### config.mk
export PLATFORM = sky130hd
export DESIGN_NAME = game_flow_ctrl_flat
export DESIGN_NICKNAME = d
export VERILOG_FILES = /design/src/rtl/game_pkg.sv /design/src/rtl/game_flow_ctrl_if.sv /design/src/rtl/frame_timer.sv /design/src/rtl/game_flow_ctrl.sv /design/src/flat_wrapper.sv
export SDC_FILE = /design/constraint.sdc
export NUM_CORES = 1
export LEC_CHECK = 0
export ABC_CLOCK_PERIOD_IN_PS = 1890
export CAP_MARGIN = 20
export CORE_MARGIN = 3
export CORE_UTILIZATION = 39
export CTS_CLUSTER_SIZE = 30
export DETAILED_ROUTE_END_ITERATION = 8
export GPL_TIMING_DRIVEN = 0
export HOLD_SLACK_MARGIN = 0.08
export PLACE_DENSITY = 0.65
export REMOVE_ABC_BUFFERS = 1
export SYNTH_ARGS = -nofsm -noshare
export SYNTH_HDL_FRONTEND = slang
export SYNTH_SLANG_ARGS = --single-unit
### constraint.sdc
create_clock -name clk -period 1.89 [get_ports clk]
set_clock_uncertainty 0.1 [all_clocks]
set_input_delay 0.189 -clock clk [delete_from_list [all_inputs] [get_ports clk]]
set_output_delay 0.189 -clock clk [all_outputs]
set_load 0.05 [all_outputs]
### src/rtl/game_pkg.sv
// Shared definitions for the game-flow controller: state encoding, RGB444 colours
// and the per-state colour selection used for the VGA output register.
package game_pkg;

    typedef enum logic [2:0] {
        INITIAL  = 3'd0,
        RUNNING  = 3'd1,
        OVER     = 3'd2,
        SUCCESS  = 3'd3,
        DYING    = 3'd4,
        LEVEL_UP = 3'd5,
        PAUSED   = 3'd6
    } game_state_e;

    localparam logic [11:0] COLOR_RED   = 12'hF00;
    localparam logic [11:0] COLOR_GREEN = 12'h0F0;
    localparam logic [11:0] COLOR_BLUE  = 12'h00F;
    localparam logic [11:0] COLOR_WHITE = 12'hFFF;
    localparam logic [11:0] COLOR_BLACK = 12'h000;

    // Halves each RGB nibble independently so no channel bleeds into its neighbour.
    function automatic logic [11:0] dim_color(logic [11:0] c);
        return {1'b0, c[11:9], 1'b0, c[7:5], 1'b0, c[3:1]};
    endfunction

    function automatic logic [11:0] state_color(game_state_e st, logic blink, logic [11:0] bg);
        logic [11:0] c;
        c = COLOR_BLACK;
        case (st)
            INITIAL:  c = COLOR_RED;
            RUNNING:  c = bg;
            DYING:    c = blink ? COLOR_WHITE : bg;
            LEVEL_UP: c = COLOR_GREEN;
            OVER:     c = COLOR_BLACK;
            SUCCESS:  c = COLOR_BLUE;
            PAUSED:   c = dim_color(bg);
            default:  c = COLOR_BLACK;
        endcase
        return c;
    endfunction

endpackage

### src/rtl/game_flow_ctrl_if.sv
// Event/status bundle between input+collision logic (master) and the game-flow controller (slave).
interface game_flow_ctrl_if;
    import game_pkg::*;

    logic        frame_tick;
    logic        start;
    logic        restart;
    logic        die;
    logic        level_done;
    logic        pause_btn;
    logic [11:0] bg_color;
    logic [2:0]  state;
    logic [3:0]  lives;
    logic [3:0]  level;
    logic        splash;
    logic [11:0] vga_data;

    modport master (
        output frame_tick, start, restart, die, level_done, pause_btn, bg_color,
        input  state, lives, level, splash, vga_data
    );

    modport slave (
        input  frame_tick, start, restart, die, level_done, pause_btn, bg_color,
        output state, lives, level, splash, vga_data
    );

endinterface

### src/rtl/frame_timer.sv
// Frame-tick counter with synchronous clear; tc pulses on the tick that completes FRAMES ticks,
// and the count wraps to zero on that same tick.
module frame_timer #(
    parameter int FRAMES = 8
) (
    input  logic clk,
    input  logic rst,
    input  logic clr,
    input  logic tick,
    output logic tc
);
    localparam int W = (FRAMES > 1) ? $clog2(FRAMES) : 1;

    logic [W-1:0] cnt;

    assign tc = tick && !clr && (cnt == W'(FRAMES - 1));

    always_ff @(posedge clk or negedge rst) begin
        if (!rst) begin
            cnt <= '0;
        end else if (clr) begin
            cnt <= '0;
        end else if (tick) begin
            cnt <= tc ? '0 : cnt + W'(1);
        end
    end

endmodule

### src/rtl/game_flow_ctrl.sv
// Game-flow controller: lives/level tracking, frame-timed splash screens, registered VGA colour.
// Optional pause state is built when GAME_PAUSE_EN is defined.
//
// state    | meaning
// INITIAL  | title screen, waiting for start
// RUNNING  | gameplay, bg_color shown
// DYING    | player hit, blinking splash for SPLASH_FRAMES frames
// LEVEL_UP | level cleared, green splash for SPLASH_FRAMES frames
// OVER     | no lives left, terminal until restart
// SUCCESS  | last level cleared, terminal until restart
// PAUSED   | gameplay frozen, dimmed background (GAME_PAUSE_EN only)
module game_flow_ctrl
    import game_pkg::*;
#(
    parameter int LIVES         = 3,
    parameter int LEVELS        = 4,
    parameter int SPLASH_FRAMES = 120,
    parameter int BLINK_FRAMES  = 8
) (
    input logic             clk,
    input logic             rst,
    game_flow_ctrl_if.slave bus
);
    game_state_e state_q;
    logic [3:0]  lives_q;
    logic [3:0]  level_q;
    logic [11:0] vga_q;
    logic        blink_q;

    logic        in_splash;
    logic        splash_clr;
    logic        splash_tc;
    logic        blink_clr;
    logic        blink_tc;

    assign in_splash  = (state_q == DYING) || (state_q == LEVEL_UP);
    // Clearing while outside the splash states also discards a tick on the entry cycle.
    assign splash_clr = bus.restart || !in_splash;
    assign blink_clr  = bus.restart || (state_q != DYING);

    frame_timer #(.FRAMES(SPLASH_FRAMES)) u_splash_timer (
        .clk  (clk),
        .rst  (rst),
        .clr  (splash_clr),
        .tick (bus.frame_tick),
        .tc   (splash_tc)
    );

    frame_timer #(.FRAMES(BLINK_FRAMES)) u_blink_timer (
        .clk  (clk),
        .rst  (rst),
        .clr  (blink_clr),
        .tick (bus.frame_tick),
        .tc   (blink_tc)
    );

`ifndef GAME_PAUSE_EN
    logic unused_pause_btn;
    assign unused_pause_btn = bus.pause_btn;
`endif

    always_ff @(posedge clk or negedge rst) begin
        if (!rst) begin
            state_q <= INITIAL;
            lives_q <= 4'(LIVES);
            level_q <= '0;
            vga_q   <= COLOR_BLACK;
            blink_q <= 1'b0;
        end else begin
            vga_q <= state_color(state_q, blink_q, bus.bg_color);

            if (blink_clr) begin
                blink_q <= 1'b0;
            end else if (blink_tc) begin
                blink_q <= ~blink_q;
            end

            if (bus.restart) begin
                state_q <= INITIAL;
                lives_q <= 4'(LIVES);
                level_q <= '0;
            end else begin
                case (state_q)
                    INITIAL: begin
                        if (bus.start) state_q <= RUNNING;
                    end
                    RUNNING: begin
                        if (bus.die) begin
                            if (lives_q > 4'd1) begin
                                lives_q <= lives_q - 4'd1;
                                state_q <= DYING;
                            end else begin
                                lives_q <= '0;
                                state_q <= OVER;
                            end
                        end else if (bus.level_done) begin
                            if (level_q < 4'(LEVELS - 1)) begin
                                level_q <= level_q + 4'd1;
                                state_q <= LEVEL_UP;
                            end else begin
                                state_q <= SUCCESS;
                            end
`ifdef GAME_PAUSE_EN
                        end else if (bus.pause_btn) begin
                            state_q <= PAUSED;
`endif
                        end
                    end
                    DYING, LEVEL_UP: begin
                        if (splash_tc) state_q <= RUNNING;
                    end
                    OVER, SUCCESS: begin
                        state_q <= state_q;
                    end
`ifdef GAME_PAUSE_EN
                    PAUSED: begin
                        if (bus.pause_btn) state_q <= RUNNING;
                    end
`endif
                    default: state_q <= INITIAL;
                endcase
            end
        end
    end

    assign bus.state    = state_q;
    assign bus.lives    = lives_q;
    assign bus.level    = level_q;
    assign bus.splash   = in_splash;
    assign bus.vga_data = vga_q;

endmodule

### src/flat_wrapper.sv
// flat-port wrapper written by rule: the top's interface ports become plain ports
module game_flow_ctrl_flat import game_pkg::*;
#(
    parameter int LIVES         = 3,
    parameter int LEVELS        = 4,
    parameter int SPLASH_FRAMES = 120,
    parameter int BLINK_FRAMES  = 8
)
  (clk, rst, bus_frame_tick, bus_start, bus_restart, bus_die, bus_level_done, bus_pause_btn, bus_bg_color, bus_state, bus_lives, bus_level, bus_splash, bus_vga_data);
  game_flow_ctrl_if bus_i ();
  input logic clk;
  input logic rst;
  input wire logic [$bits(bus_i.frame_tick)-1:0] bus_frame_tick;
  input wire logic [$bits(bus_i.start)-1:0] bus_start;
  input wire logic [$bits(bus_i.restart)-1:0] bus_restart;
  input wire logic [$bits(bus_i.die)-1:0] bus_die;
  input wire logic [$bits(bus_i.level_done)-1:0] bus_level_done;
  input wire logic [$bits(bus_i.pause_btn)-1:0] bus_pause_btn;
  input wire logic [$bits(bus_i.bg_color)-1:0] bus_bg_color;
  output wire logic [$bits(bus_i.state)-1:0] bus_state;
  output wire logic [$bits(bus_i.lives)-1:0] bus_lives;
  output wire logic [$bits(bus_i.level)-1:0] bus_level;
  output wire logic [$bits(bus_i.splash)-1:0] bus_splash;
  output wire logic [$bits(bus_i.vga_data)-1:0] bus_vga_data;
  assign bus_i.frame_tick = bus_frame_tick;
  assign bus_i.start = bus_start;
  assign bus_i.restart = bus_restart;
  assign bus_i.die = bus_die;
  assign bus_i.level_done = bus_level_done;
  assign bus_i.pause_btn = bus_pause_btn;
  assign bus_i.bg_color = bus_bg_color;
  assign bus_state = bus_i.state;
  assign bus_lives = bus_i.lives;
  assign bus_level = bus_i.level;
  assign bus_splash = bus_i.splash;
  assign bus_vga_data = bus_i.vga_data;
  game_flow_ctrl #(.LIVES(LIVES), .LEVELS(LEVELS), .SPLASH_FRAMES(SPLASH_FRAMES), .BLINK_FRAMES(BLINK_FRAMES)) u_core (.clk(clk), .rst(rst), .bus(bus_i));
endmodule
Yosys cells after proc, flatten, opt, wreduce, memory -nomap -nowiden
Cells that the tools add are included.
Storage, ports and cells
  register bits: 34
  bits of input ports: 20
  output and inout port bits: 24
Cells by class
  add/sub/neg operators: 4
  $lt $le $gt $ge: 2
  equality and inequality tests: 14
  mux-type cells: 27
  bitwise gates (word level): 1
  reductions and logical operators: 23
Operator list (number)
  $pmux W12 S6: 1
  $mux W4: 9
  $mux W3: 10
  $mux W7: 3
  $reduce_bool A2 Y1: 7
  $eq A3 B3 Y1 const B: 4
  $mux W12: 1
  $pmux W3 S4: 1
  $ne A3 B3 Y1 const B: 3
  $reduce_and A4 Y1: 2
  $add A7 B1 Y7 const B: 1
  $eq A7 B7 Y1 const B: 1
  $eq A3 B2 Y1 const B: 2
  $add A4 B1 Y4 const B: 1
  $gt A4 B1 Y1 const B: 1
  $logic_and A1 B1 Y1: 4
  $lt A4 B2 Y1 const B: 1
  $ne A2 B2 Y1 const B: 2
  $ne A4 B4 Y1 const B: 1
  $reduce_or A2 Y1: 2
  $sub A4 B1 Y4 const B: 1
  $add A3 B1 Y3 const B: 1
  $eq A3 B1 Y1 const B: 1
  $logic_not A1 Y1: 3
  other kinds (5): 8

Longest topological paths before layout
Gate-level depths: netlist of run 1.
  depth in word-level cells: 10
  depth in mapped cells: 6

Modules after synthesis
A second synthesis of run 1 with hierarchy kept.
Second synthesis, totals
  cell total of the unflattened synthesis: 191
  area, all modules: 1811.7 sq um
Modules (own cells, without submodules)
  game_flow_ctrl: instances 1, cells an instance 133, area each 1228.7 sq um
  frame_timer (u_core.u_splash_timer): instances 1, cells an instance 44, area each 416.6 sq um
  frame_timer (u_core.u_blink_timer): instances 1, cells an instance 14, area each 166.4 sq um

Worst setup path before layout of run 1
No wires, ideal clock.
  kind: reg2out
  start point: register u_core.state_q[1], in the netlist u_core.bus.state[1]
  end point: output bus_splash
  arrival time: 1.744 ns
  path slack: -0.143 ns
  cell stages (with the launch flop): 4
  path buffers: 2
  path through: dfrtp_1 clkbuf_1 clkbuf_1 nor2_1
On the way
  word-level cells in the longest chain between the ends: 2
  elaborated cells between the ends (all ways): 3
  classes of those cells: 2 x eq/ne; 1 x reduce/logical
Ends and longest elaborated chain
  start: declaration: line game_flow_ctrl.sv:24  | game_state_e state_q;
  start signal: assignment: line game_flow_ctrl.sv:113  | state_q <= state_q;
  $eq A3 B3 Y1: line game_flow_ctrl.sv:36  | assign in_splash = (state_q == DYING) || (state_q == LEVEL_UP);
  $logic_or A1 B1 Y1 (*): line game_flow_ctrl.sv:36
  end: declaration: line flat_wrapper.sv:23  | output wire logic [$bits(bus_i.splash)-1:0] bus_splash;
Every way passes the cells marked *; elsewhere a longest branch is shown, timed or not.

Worst setup path after layout of run 1
  start point: register u_core.lives_q[2], in the netlist u_core.bus.lives[2]
  end point: output bus_lives[2]
RTL lines
  start: declaration: line game_flow_ctrl.sv:25  | logic [3:0] lives_q;
  start signal: assignment: line game_flow_ctrl.sv:65  | lives_q <= 4'(LIVES);
  start signal: assignment: line game_flow_ctrl.sv:80  | lives_q <= 4'(LIVES);
  start signal: assignment: line game_flow_ctrl.sv:90  | lives_q <= lives_q - 4'd1;
  end: declaration: line flat_wrapper.sv:21  | output wire logic [$bits(bus_i.lives)-1:0] bus_lives;
No word-level cell between the ends.

==> results of run 1 <==
state kept, by name, summed over array words and instances (netlist names):
| signal | count |
|---|---|
| u_core.bus.level | 4 |
| u_core.bus.vga_data | 12 |
| u_core.bus.lives | 4 |
| u_core.u_blink_timer.cnt | 3 |
| u_core.blink_q | 1 |
| u_core.bus.state | 3 |
| u_core.u_splash_timer.cnt | 7 |
timing repair:
| action | CTS | global route |
|---|---|---|
| gates resized for setup | 15 | 7 |
| buffers inserted | 0 | 1 |
| endpoints found under the setup margin | 16 | 7 |
| hold buffers | 1 | 0 |
| hold endpoints to repair | 32 | 0 |
| pin swaps | 0 | 1 |
path summary, 6_finish.rpt:
path / to / slack (ns) / startpoint
max reg2reg: u_core.bus.lives[3] / 0.05 / u_core.bus.state[1]
min reg2reg: u_core.u_blink_timer.cnt[1] / 0.43 / u_core.u_blink_timer.cnt[1]
min in group asynchronous: u_core.bus.vga_data[10] / 0.40 / rst
max in group asynchronous: u_core.bus.state[2] / 0.72 / rst
min: u_core.bus.lives[2] / 0.29 / bus_restart
max: bus_lives[2] / 0.05 / u_core.bus.lives[2]
report_power, final:
part / total [mW] / switching (mW) / internal, mW
registers: 1.08 / 0.173 / 0.907
clock network: 0.558 / 0.264 / 0.294
logic: 1.52 / 0.948 / 0.570
cells by family after synthesis:
kind of cell / synth area share
AND/OR/NAND/NOR: 0.194
multiplexers: 0.0408
AO/OA/AOI/OAI: 0.173
buffers and inverters: 0.0456
flip-flops: 0.472
XOR/XNOR: 0.0339
adder cells (fa/ha/maj): 0.0415
final cells by class:
type	count	area, µm²
Multi-Input combinational cell	129	887
Sequential cell	34	865
Tap cell	52	65.1
Inverter	10	37.5
Timing Repair Buffer	44	429
Fill cell	393	2040
Clock buffer	7	86.3
Clock inverter	1	5.00
layer usage:
metal  vias up  global-route usage  part of all wire
met5         -                   0                 0
met4         0              0.0483             0.013
met3         6              0.0486             0.064
li1        731                   -                 -
met1       698               0.208              0.49
met2        41               0.202              0.43
synthesized netlist by cell type, drive strengths merged, types with 3 or more instances:
library cell | n | share of area
a211oi | 3 | 0.012
a21oi | 9 | 0.025
a222oi | 3 | 0.017
clkbuf | 9 | 0.019
dfrtp | 32 | 0.44
ha | 6 | 0.041
inv | 10 | 0.021
mux2 | 3 | 0.019
mux2i | 4 | 0.022
nand2 | 11 | 0.024
nand2b | 5 | 0.017
nor2 | 21 | 0.044
nor2b | 5 | 0.017
nor3 | 7 | 0.019
nor3b | 4 | 0.023
o21ai | 11 | 0.030
o21bai | 4 | 0.017
xor2 | 7 | 0.034
stage by stage:
stage,utilization,total power [mW],TNS (ns)
2_1_floorplan,-,2.09,-1.61
3_3_place_gp,0.510,2.59,-10.64
3_5_place_dp,0.509,2.60,-3.25
4_1_cts,0.533,3.15,0
5_1_grt,0.538,3.35,-0.0341
6_report,0.538,3.16,0
==> run metrics, run 1 <==
status completed; final hold slack 0.291 ns; final net count 250; worst path bufs/invs 1; Placed Area 2240 µm²; FMAX between 0.5 and 0.6 GHz; share of cells above drive strength 1 0.124; Hold Crit Class in -> reg; Leakage about 1.1 nW; commonest non-fill, non-tap cells in the layout 33 x clkdlybuf4s50_1, 29 x dfrtp_1, 20 x nor2_1; Final Non-Filler Cells 277; commonest non-fill, non-tap cell in the layout clkdlybuf4s50_1; Pwr Density 1330 nW/µm²; Crit-path slowest cell clkdlybuf4s50_1; DR WL/cell 13.8 µm; Placer Congestion 0.751; Avg Cell Area, Syn 9.89 µm²; Slew headroom 0.496; Final setup viols 0; fin area 2370 µm²; ys flop type dfrtp_1; worst-skew pair later-pin latency a little under 0.3 ns; final slew viol count 0; Final period util 0.974; worst-margin pin slew 0.756 ns; RSZ-0062 raised after global routing true; htree depth 2; Worst path depth 1; clk buf depth 2; register bit count reported by yosys 34; DRC Markers 0; core area 4410 µm²; Synth cell types 42; pin count of the biggest net entering global routing 35; crit end category output port; min Tclk post-route 1.84 ns; DRT antenna net count 0; n_diodes 0; worst-path cell chain clkdlybuf4s50_1; Clock Tree Root clkbuf_8; number of global-route vias before repair 1294; antenna violations before repair 0; via density per instance 5.33; register area share after synthesis 0.472; Initial Util 0.410; # IOs 44; clock sink total 34; CP Class reg -> out; Chip Width approximately 74 µm; Worst Path Required 1.60 ns; slowest stage delay, CP 0.83 ns; PnR worst setup slack 0.0496 ns; maximum vdd drop 568 µV; Top delay family on crit path buffers and inverters; vias 1476; post-DP HPWL 2480 µm; fraction of registers with async set/reset 1.00; full die area 5490 µm²; grt total ovfl 0; Post-synth EDFFs 0; Initial DRC Count roughly 110; final WL 3810 µm; Port-buffer cells 42; CTS tree built; # Max-Cap Violations 0; Core Rows 24; TritonCTS buffer count 5; synthesized netlist cell count 183; WHS Path Cells 2; Global Route Usage Sum 0.144; synth-to-layout area growth 31.3%; R2R cell count 4; worst-path maximum fanout 6; placed instance count 267; synth warn 0; worst path arrival time 1.55 ns; CTS clk-pin slew, worst paths ~0.07 ns; CP startpoint kind flop; Placement Setup Slack -0.419 ns; area of the mapped netlist 1810 µm²; Final Hold Vio Count 0; first-pass detailed-route iteration total 4; Die Y 74.1 µm; first-pass GRT wire length 6070 µm
Note: power is estimated with default switching activity, not from simulation.
==> inputs of run 2 (changes only) <==
Settings changed: ABC_AREA from default to 1, ABC_CLOCK_PERIOD_IN_PS 1890 to 2300, CORE_UTILIZATION 39 to 53, PLACE_DENSITY 0.65 to 0.85.
Clock period 1.89 ns to 2.3 ns, I/O delays scaled along.
==> run 2 against run 1 <==
Compared with the run above: synthesized area fell by 0.76%; critical path depth did not move; via count is 8.6% higher; register-to-register slack better by 0.41 ns; final cell count increased by 12%; design area decreased by 3.3%; non-clock buffer count decreased by 1; hold slack improved by 0.048 ns; synthesized cell count grew 20%; setup slack improved by 0.064 ns; sequential power down 23%; clock power decreased by 37%; highest routed layer unchanged.
==> run metrics, run 2 <==
Post-synth EDFFs 0 (unchanged); n_diodes 0 (unchanged); slowest stage delay, CP 0.90 ns (+0.07 ns); final slew viol count 0 (unchanged); synth warn 0 (unchanged); commonest non-fill, non-tap cells in the layout 56 x nand2_1, 40 x clkdlybuf4s50_1, 32 x dfrtp_1; share of cells above drive strength 1 0.0974 (-0.0271); CP Class reg -> out; pin count of the biggest net entering global routing 35 (unchanged); met2 Resource Use GR 0.335 (+0.134); routing usage on met1 0.245 (+0.0371); Initial DRC Count 68 (-38%); Global Route Usage Sum 0.205 (+0.0610); worst-path maximum fanout 10 (+4); synthesized netlist cell count 220 (+20%); FMAX about 0.46 GHz; Crit-path slowest cell clkdlybuf4s50_1; commonest non-fill, non-tap cell in the layout nand2_1; area of the mapped netlist 1800 µm² (-0.76%); Most Crowded Layer GR met2; Synth cell types 33 (-21%); Setup TNS Final 0 ns (unchanged); synth-to-layout area growth 27.9%; Hold Crit Class in -> reg; CP startpoint kind flop; DRC Markers 0 (unchanged); Port-buffer cells 42 (unchanged); list of most frequent post-synthesis cells 56 x nand2_1, 32 x dfrtp_1, 26 x inv_1, 23 x nor2_1, 22 x nand3_1; core area 3150 µm² (-29%); Worst Path Required 1.97 ns (+0.37 ns); clock sink total 34 (unchanged); Slew headroom 0.522 (+0.0260); TritonCTS buffer count 5 (unchanged); final hold slack 0.339 ns (+0.0480 ns); maximum vdd drop 585 µV (+3.0%); # Max-Cap Violations 0 (unchanged); Clock Tree Root clkbuf_4; DRT antenna net count 0 (unchanged); post-DP HPWL 2770 µm (+12%); via density per instance 5.15 (-3.3%); Final setup viols 0 (unchanged); worst path arrival time 1.86 ns (+0.31 ns); final WL 3680 µm (-3.4%); min Tclk post-route approximately 2.2 ns; Pwr Density 1080 nW/µm² (-19%); Core Rows 20 (-17%); register area share after synthesis 0.475 (+0.00362); Die Y 64.2 µm (-13%); most frequent cell after synthesis nand2_1; clk buf depth 2 (unchanged); final net count 292 (+17%); Leakage 1.10 nW (+2.7%); grt total ovfl 0 (unchanged); Initial Util 0.569 (+0.160); register bit count reported by yosys 34 (unchanged); ys flop type dfrtp_1; Final Non-Filler Cells 311 (+12%); # IOs 44 (unchanged); first-pass GRT wire length 6680 µm (+10%); post-synth top area cell dfrtp_1; CTS clk-pin slew, worst paths 0.09 ns (+0.02 ns); fraction of registers with async set/reset 1.00 (unchanged); number of global-route vias before repair 1649 (+27%); worst path bufs/invs 1 (unchanged); Avg Cell Area, Syn 8.16 µm² (-17%); Final period util 0.950; max reg flops 12 (unchanged); CTS tree built; full die area 4120 µm² (-25%); first-pass detailed-route iteration total 4 (unchanged); Placer Congestion 0.891 (+19%); worst-skew pair later-pin latency 0.34 ns (+0.05 ns); Chip Width 64.2 µm (-13%); Synth top area share 0.446 (+0.00339); DR WL/cell 11.8 µm (-14%); antenna violations before repair 0 (unchanged); RSZ-0062 raised after global routing false; GRT met3 Usage 0.0703 (+0.0217); worst-path cell chain clkdlybuf4s50_1; Top delay family on crit path buffers and inverters; Synth area leaders dfrtp_1 45%, nand2_1 12%, nand3_1 6.1%; crit end category output port; placed instance count 302 (+13%); Final Hold Vio Count 0 (unchanged); status completed; vias 1603 (+8.6%); htree depth 2 (unchanged); worst-margin pin slew 0.717 ns (-0.0389 ns)
==> run 2: changes by cell type after synthesis, moves of 6 or more <==
cell | previous run | this run
nand2_1 | 10 | 56
nand3_1 | 1 | 22
inv_1 | 10 | 26
xor2_1 | 7 | 1
clkbuf_1 | 9 | 0
==> run 2: worst min-delay path: cells and delay by family <==
family	cells	cell delay, ns
and+or+nand+nor	2	0.11
buffers and inverters	1	0.40
==> run 2: layout make-up <==
cell class | instances | area, µm²
Clock buffer | 6 | 51.3
Clock inverter | 2 | 12.5
Fill cell | 272 | 857
Inverter | 29 | 109
Multi-Input combinational cell | 153 | 795
Sequential cell | 34 | 853
Tap cell | 44 | 55.1
Timing Repair Buffer | 43 | 420
==> run 2: repair_timing <==
item	in CTS	in global routing
gates cloned	0	0
hold buffers	1	0
endpoints found under the hold margin	32	0
setup endpoints to repair	1	1
resized for setup	1	3
setup buffers	0	0
==> run 2: path summary, 6_finish.rpt <==
| kind | from | end | slack, ns | cells past startpoint |
|---|---|---|---|---|
| worst max-delay path | u_core.bus.state[1] | bus_state[1] | 0.11 | 1 |
| worst min-delay path | bus_bg_color[0] | u_core.bus.vga_data[0] | 0.34 | 3 |
| worst max register to register | u_core.bus.lives[0] | u_core.bus.state[2] | 0.46 | 7 |
| worst min register to register | u_core.u_splash_timer.cnt[4] | u_core.u_splash_timer.cnt[4] | 0.40 | 1 |
| max in group asynchronous | rst | u_core.bus.level[0] | 1.27 | 2 |
| min in group asynchronous | rst | u_core.u_splash_timer.cnt[6] | 0.36 | 2 |
==> run 2: metal layers <==
metal / part of all wire / wire length (µm)
met4: 0.013 / 48
met1: 0.44 / 1620
met3: 0.065 / 240
met5: 0 / 0
met2: 0.48 / 1770
==> run 2: logic make-up (layout without fill, tap and decap cells) <==
family          Yosys count  count (layout)  share of synthesized area
flops                    34              34                      0.475
fa+ha+maj                 6               6                     0.0418
buf+inv                  33              80                     0.0822
simple gates            116             116                      0.293
xor+xnor                  2               2                    0.00976
compound gates           29              29                     0.0976
==> run 2: stage by stage <==
stage / util / worst slack (ns) / power, mW / cell area [µm²]
after detailed placement: 0.706 / 0.0936 / 2.15 / 2230
after floorplan: - / -0.151 / 1.72 / 1760
after CTS: 0.729 / 0.0130 / 2.50 / 2300
final: 0.728 / 0.114 / 2.48 / 2300
after global routing: 0.728 / 0.0487 / 2.66 / 2300
after global placement: 0.708 / 0.141 / 2.13 / 2230
==> run 2: report_power, final <==
part / switching, mW / internal, mW / total, mW / leakage [nW]
clock: 0.203 / 0.147 / 0.350 / 0.0343
sequential: 0.0988 / 0.737 / 0.836 / 0.446
combinational: 0.882 / 0.411 / 1.29 / 0.620
==> inputs of run 3 (changes only) <==
Settings changed: CORE_ASPECT_RATIO from default to 0.8, GPL_ROUTABILITY_DRIVEN from default to 0.
==> run 3 against run 2 <==
Compared with the run above: design area up 1.3%; clock power up 29%; critical path depth up 3; maximum frequency down 0.60%; non-clock buffer count unchanged; utilization up 0.95 points; hold slack better by 0.062 ns; sequential cell count unchanged; power up 4.5%; largest cell class unchanged.
==> run metrics, run 3 (synthesis gave the netlist of run 2 again) <==
# IOs 44 (unchanged); Final setup viols 0 (unchanged); first-pass detailed-route iteration total 4 (unchanged); full die area 4130 µm² (+0.11%); Global Route Usage Sum 0.201 (-0.00471); WHS Path Cells 2 (-1); worst path arrival time 1.87 ns (about the same); # Max-Cap Violations 0 (unchanged); grt total ovfl 0 (unchanged); core area 3150 µm² (unchanged); commonest non-fill, non-tap cells in the layout 56 x nand2_1, 40 x clkdlybuf4s50_1, 32 x dfrtp_1; Core Rows 18 (-10%); crit end category output port; worst-margin pin slew 0.731 ns (+0.0133 ns); share of cells above drive strength 1 0.0936 (-0.00375); commonest non-fill, non-tap cell in the layout nand2_1; clock sink total 34 (unchanged); DR WL/cell 12.3 µm (+3.9%); n_diodes 0 (unchanged); antenna violations before repair 0 (unchanged); R2R cell count 7 (unchanged); TritonCTS buffer count 5 (unchanged); Clock Tree Root clkbuf_8; Port-buffer cells 42 (unchanged); final WL 3780 µm (+2.6%); DRC Markers 0 (unchanged); min Tclk post-route 2.20 ns (+0.0131 ns); CTS tree built; post-DP HPWL 2860 µm (+3.3%); DRT antenna net count 0 (unchanged); worst-path maximum fanout 10 (unchanged); number of global-route vias before repair 1509 (-8.5%); via density per instance 5.07 (-1.7%); status completed; setup bufs post-CTS 0 (unchanged); Pwr Density 1110 nW/µm² (+3.2%); Die Y 58.1 µm (-9.6%); vias 1555 (-3.0%); CP startpoint kind flop; Final period util 0.956 (+0.00569); final slew viol count 0 (unchanged); final net count 292 (unchanged); Hold Crit Class reg -> reg; pin count of the biggest net entering global routing 35 (unchanged); Placed Area 2220 µm² (-0.22%); Final Hold Vio Count 0 (unchanged); FMAX 0.455 GHz (-0.60%); fin area 2330 µm² (+1.3%); Slew headroom 0.513 (-0.00887); Core Util, Final 0.738 (+0.00952); clk buf depth 2 (unchanged); # fillers 262 (-3.7%); max reg flops 12 (unchanged); RSZ-0062 raised after global routing false; Initial Util 0.569 (unchanged); worst-skew pair later-pin latency 0.28 ns (-0.06 ns); CP Class reg -> out; first-pass GRT wire length 6580 µm (-1.5%); Worst Path Required 1.97 ns (about the same); synth-to-layout area growth 29.5%; Leakage 1.12 nW (+1.4%); htree depth 2 (unchanged); Initial DRC Count 53 (-22%); Chip Width 71.1 µm (+11%); CTS clk-pin slew, worst paths 0.07 ns (-0.02 ns); maximum vdd drop 943 µV (+61%)
==> run 3: changes by cell type in the layout (fill, tap and decap cells not counted) <==
cell	before	now
clkbuf_4	5	0
clkbuf_2	1	0
dlygate4sd2_1	0	1
clkbuf_8	1	6
==> run 3: timing repair <==
item / 4_1_cts / 5_1_grt
hold buffers: 1 / 0
resized for setup: 1 / 0
endpoints found under the hold margin: 32 / 0
setup endpoints to repair: 1 / 0
==> run 3: power breakdown <==
part           leakage (nW)  internal [mW]  switching [mW]  total (mW)
Clock                0.0472          0.240           0.213       0.453
Combinational         0.623          0.412           0.883        1.30
Sequential            0.446          0.738           0.105       0.843
==> run 3: worst paths after layout <==
path                                      from  slack, ns                     endpoint
min reg2reg                     u_core.blink_q       0.40               u_core.blink_q
max reg2reg                u_core.bus.lives[0]       0.47          u_core.bus.state[2]
min                             u_core.blink_q       0.40               u_core.blink_q
min in group asynchronous                  rst       0.44  u_core.u_blink_timer.cnt[0]
max                        u_core.bus.state[1]       0.10                   bus_splash
max in group asynchronous                  rst       1.18       u_core.bus.vga_data[7]
==> run 3: critical path, cell delays in order, from the launching register on <==
cell and delay, ns:
dfrtp_1 0.55, inv_2 0.15, nand2_1 0.11, o21ai_0 0.22, dlygate4sd2_1 0.56
==> run 3: metal layers <==
| metal | track usage | routed length [µm] | vias to the layer above |
|---|---|---|---|
| met3 | 0.0624 | 212 | 3 |
| met2 | 0.318 | 1710 | 35 |
| met4 | 0.0241 | 16 | 0 |
| li1 | - | - | 805 |
| met1 | 0.281 | 1840 | 712 |
| met5 | 0 | 0 | - |
==> run 3: through the flow <==
stage	setup WS, ns	total power, mW	cells	TNS (ns)	hold slack, ns
6_report	0.101	2.59	307	0	0.402
5_1_grt	0.00697	2.75	307	0	0.425
4_1_cts	0.106	2.61	307	0	0.410
3_5_place_dp	0.147	2.15	298	0	0.240
3_3_place_gp	0.146	2.13	298	0	0.373
2_1_floorplan	-0.151	1.72	216	-0.151	-0.166
==> run 3: layout make-up <==
| cell class | instances | area (µm²) | area share |
|---|---|---|---|
| Clock buffer | 6 | 82.6 | 0.0355 |
| Multi-Input combinational cell | 153 | 795 | 0.342 |
| Tap cell | 40 | 50.0 | 0.0215 |
| Timing Repair Buffer | 43 | 424 | 0.182 |
| Sequential cell | 34 | 853 | 0.367 |
| Clock inverter | 2 | 12.5 | 0.00538 |
| Inverter | 29 | 109 | 0.0468 |
==> edit (settings of run 2) <==
`SPLASH_FRAMES` is set to 120 in 2 places; all go to 240.
--- a/src/rtl/game_flow_ctrl.sv
+++ b/src/rtl/game_flow_ctrl.sv
@@ -16,3 +16,3 @@
     parameter int LEVELS        = 4,
-    parameter int SPLASH_FRAMES = 120,
+    parameter int SPLASH_FRAMES = 240,
     parameter int BLINK_FRAMES  = 8
--- a/src/flat_wrapper.sv
+++ b/src/flat_wrapper.sv
@@ -5,3 +5,3 @@
     parameter int LEVELS        = 4,
-    parameter int SPLASH_FRAMES = 120,
+    parameter int SPLASH_FRAMES = 240,
     parameter int BLINK_FRAMES  = 8
Behaviour: no difference found for any inputs over 10 cycles, from zero or initial values and one cycle with rst low; that may be too few to reach the edited logic, so the function may still have changed.
==> edit against run 2 <==
Final area up 8.9%. Worst setup slack better by 0.17 ns. Via count up 9.4%. Largest cell class is now multi-input gates. Routed wire length up 6.6%. Sequential power up 2%. Total power up 14%. Synthesized area up 8.0%. Fmax up 8.5%. Sequential share of layout area down 2.0 points. Sequential cell count up 1. Utilization down 0.19 points. Largest power group unchanged. First-iteration DRC count up 88%. Cell count up 8.4%. Critical endpoint is now bus_splash.
==> edit: results (changes against run 2) <==
* Slowest cell on the critical path: dfrtp_1
- In this run the critical register-to-register path is captured at u_core.bus.lives[2]$_DFFE_PN0P_.
- The placement-stage worst setup slack came to 0.0856 ns (-0.00801 ns).
* Clock transition at the registers of the reported paths: 0.07 ns (-0.02 ns)
* Via count of the first global-routing pass: 1545 (-6.3%)
* Leading cell types by total area after synthesis: dfrtp_1 (43%), nand2_1 (11%), nand3_1 (7.7%), inv_1 (5.8%), o21ai_0 (4.1%)
- The HPWL after detailed placement was 2880 um (+4.0%).
* Post-Route WL: 3930 um (+6.6%)
- Final Net Count: 316 (+8.2%)
* Hold worst-path end: u_core.u_blink_timer.cnt[1]$_DFFE_PN0P_
* Critical path fanouts, max: 12 (+2)
* Largest incremental delay on the critical path: 0.49 ns (-0.41 ns)
- Clock latency on the worst-skew pair: 0.28 ns (-0.06 ns)
- Wire length of the first global-routing pass: 6640 um (-0.52%)
- Hold Path Depth: 2 (-1)
* Path category of the worst min-delay check: flop to flop
- Net Sw Frac: 0.447 (-0.0306)
- The data arrival time of the critical path came to 1.68 ns (-0.18 ns).
* Transition at the pin with the smallest max-transition slack: 0.742 ns (+0.0251 ns)
- Hold path startpoint: u_core.u_blink_timer.cnt[1]$_DFFE_PN0P_
- Commonest cells in the synthesized netlist: nand2_1 (56), dfrtp_1 (33), inv_1 (30), nand3_1 (30), nor2_1 (20)
* Met3 Use GR: 0.0438 (-0.0265)
- Largest net degree at the start of global routing: 36 (+2.9%)
- The DRC marker count from the first detailed-route iteration came to 128 (+88%).
* Post-synth cell types: 32 (-3.0%)
* Buffer type at the clock tree root: clkbuf_8
* Flip-flop count of the largest register, all copies and words added: 12 (unchanged)
- The static leakage came to 1.18 nW (+7.2%).
- R2r setup slk: 0.65 ns (+0.19 ns)
* Power of the sequential group: 0.850 mW (+2%)
- The share of the yosys chip area belonging to registers is 0.453 (-0.0224).
* Final RePlAce weighted congestion: 0.859 (-3.5%)
- Met2 usage in global routing: 0.322 (-0.0133)
- Worst-case reg-to-reg path depth: 7 (unchanged)
- Worst VDD drop: 0.616 mV (+5.3%)
- The wire length on met2 came to 1800 um (+1.4%).
- Detailed-route vias per instance: 5.20 (+0.98%)
- Met1 routed wirelength after detailed routing: 1850 um (+14%)
- The final worst hold slack was 0.400 ns (+0.0612 ns).
- The number of warnings printed during yosys synthesis is 0 (unchanged).
- Routing usage on met1: 0.244 (-0.00113)
- Buffers inserted by post-CTS timing repair: 0 (unchanged)
* Met3 Wirelength: 233 um (-2.9%)
- Result of the run: finished, final reports clean
- Overall global routing resource usage: 0.193 (-0.0118)
* Clock group share of total power: 0.199 (+0.058)
- Post-layout minimum cycle time: 2.01 ns (-0.172 ns)
- Termination of the worst setup path: bus_splash
## edit: changes by cell type in the layout (fill, tap and decap cells not counted), sizes merged, moves of 2 or more
cell,run 2,this run
nand3,24,31
nand4,1,10
nor2,27,25
inv,29,34
nand2,58,61
o21ai,13,18
a22oi,2,0
nor3,4,1
## edit: cells by family after synthesis
kind of cell,share of synthesized area
buffers and inverters,0.0839
DFF,0.453
and+or+nand+nor,0.326
xor gates and xnor gates,0.00903
AOI/OAI and AO/OA,0.0832
muxes,0.00581
adders and majority gates,0.0387
## edit: area by class of cell
type	count	area, um2
fillers	282	942
multi-input cells	171	898
flip-flops and latches	35	878
repair buffers	43	420
inverters	34	128
clock buffers	6	82.6
well taps	46	57.6
clock inverters	2	35.0
## edit: through the flow
step / total power [mW] / std cells / cell area [um2]
after detailed placement: 2.27 / 328 / 2380
after CTS: 2.83 / 337 / 2500
after global routing: 2.98 / 337 / 2500
final: 2.81 / 337 / 2500
after global placement: 2.25 / 328 / 2380
after floorplan: 1.82 / 240 / 1900
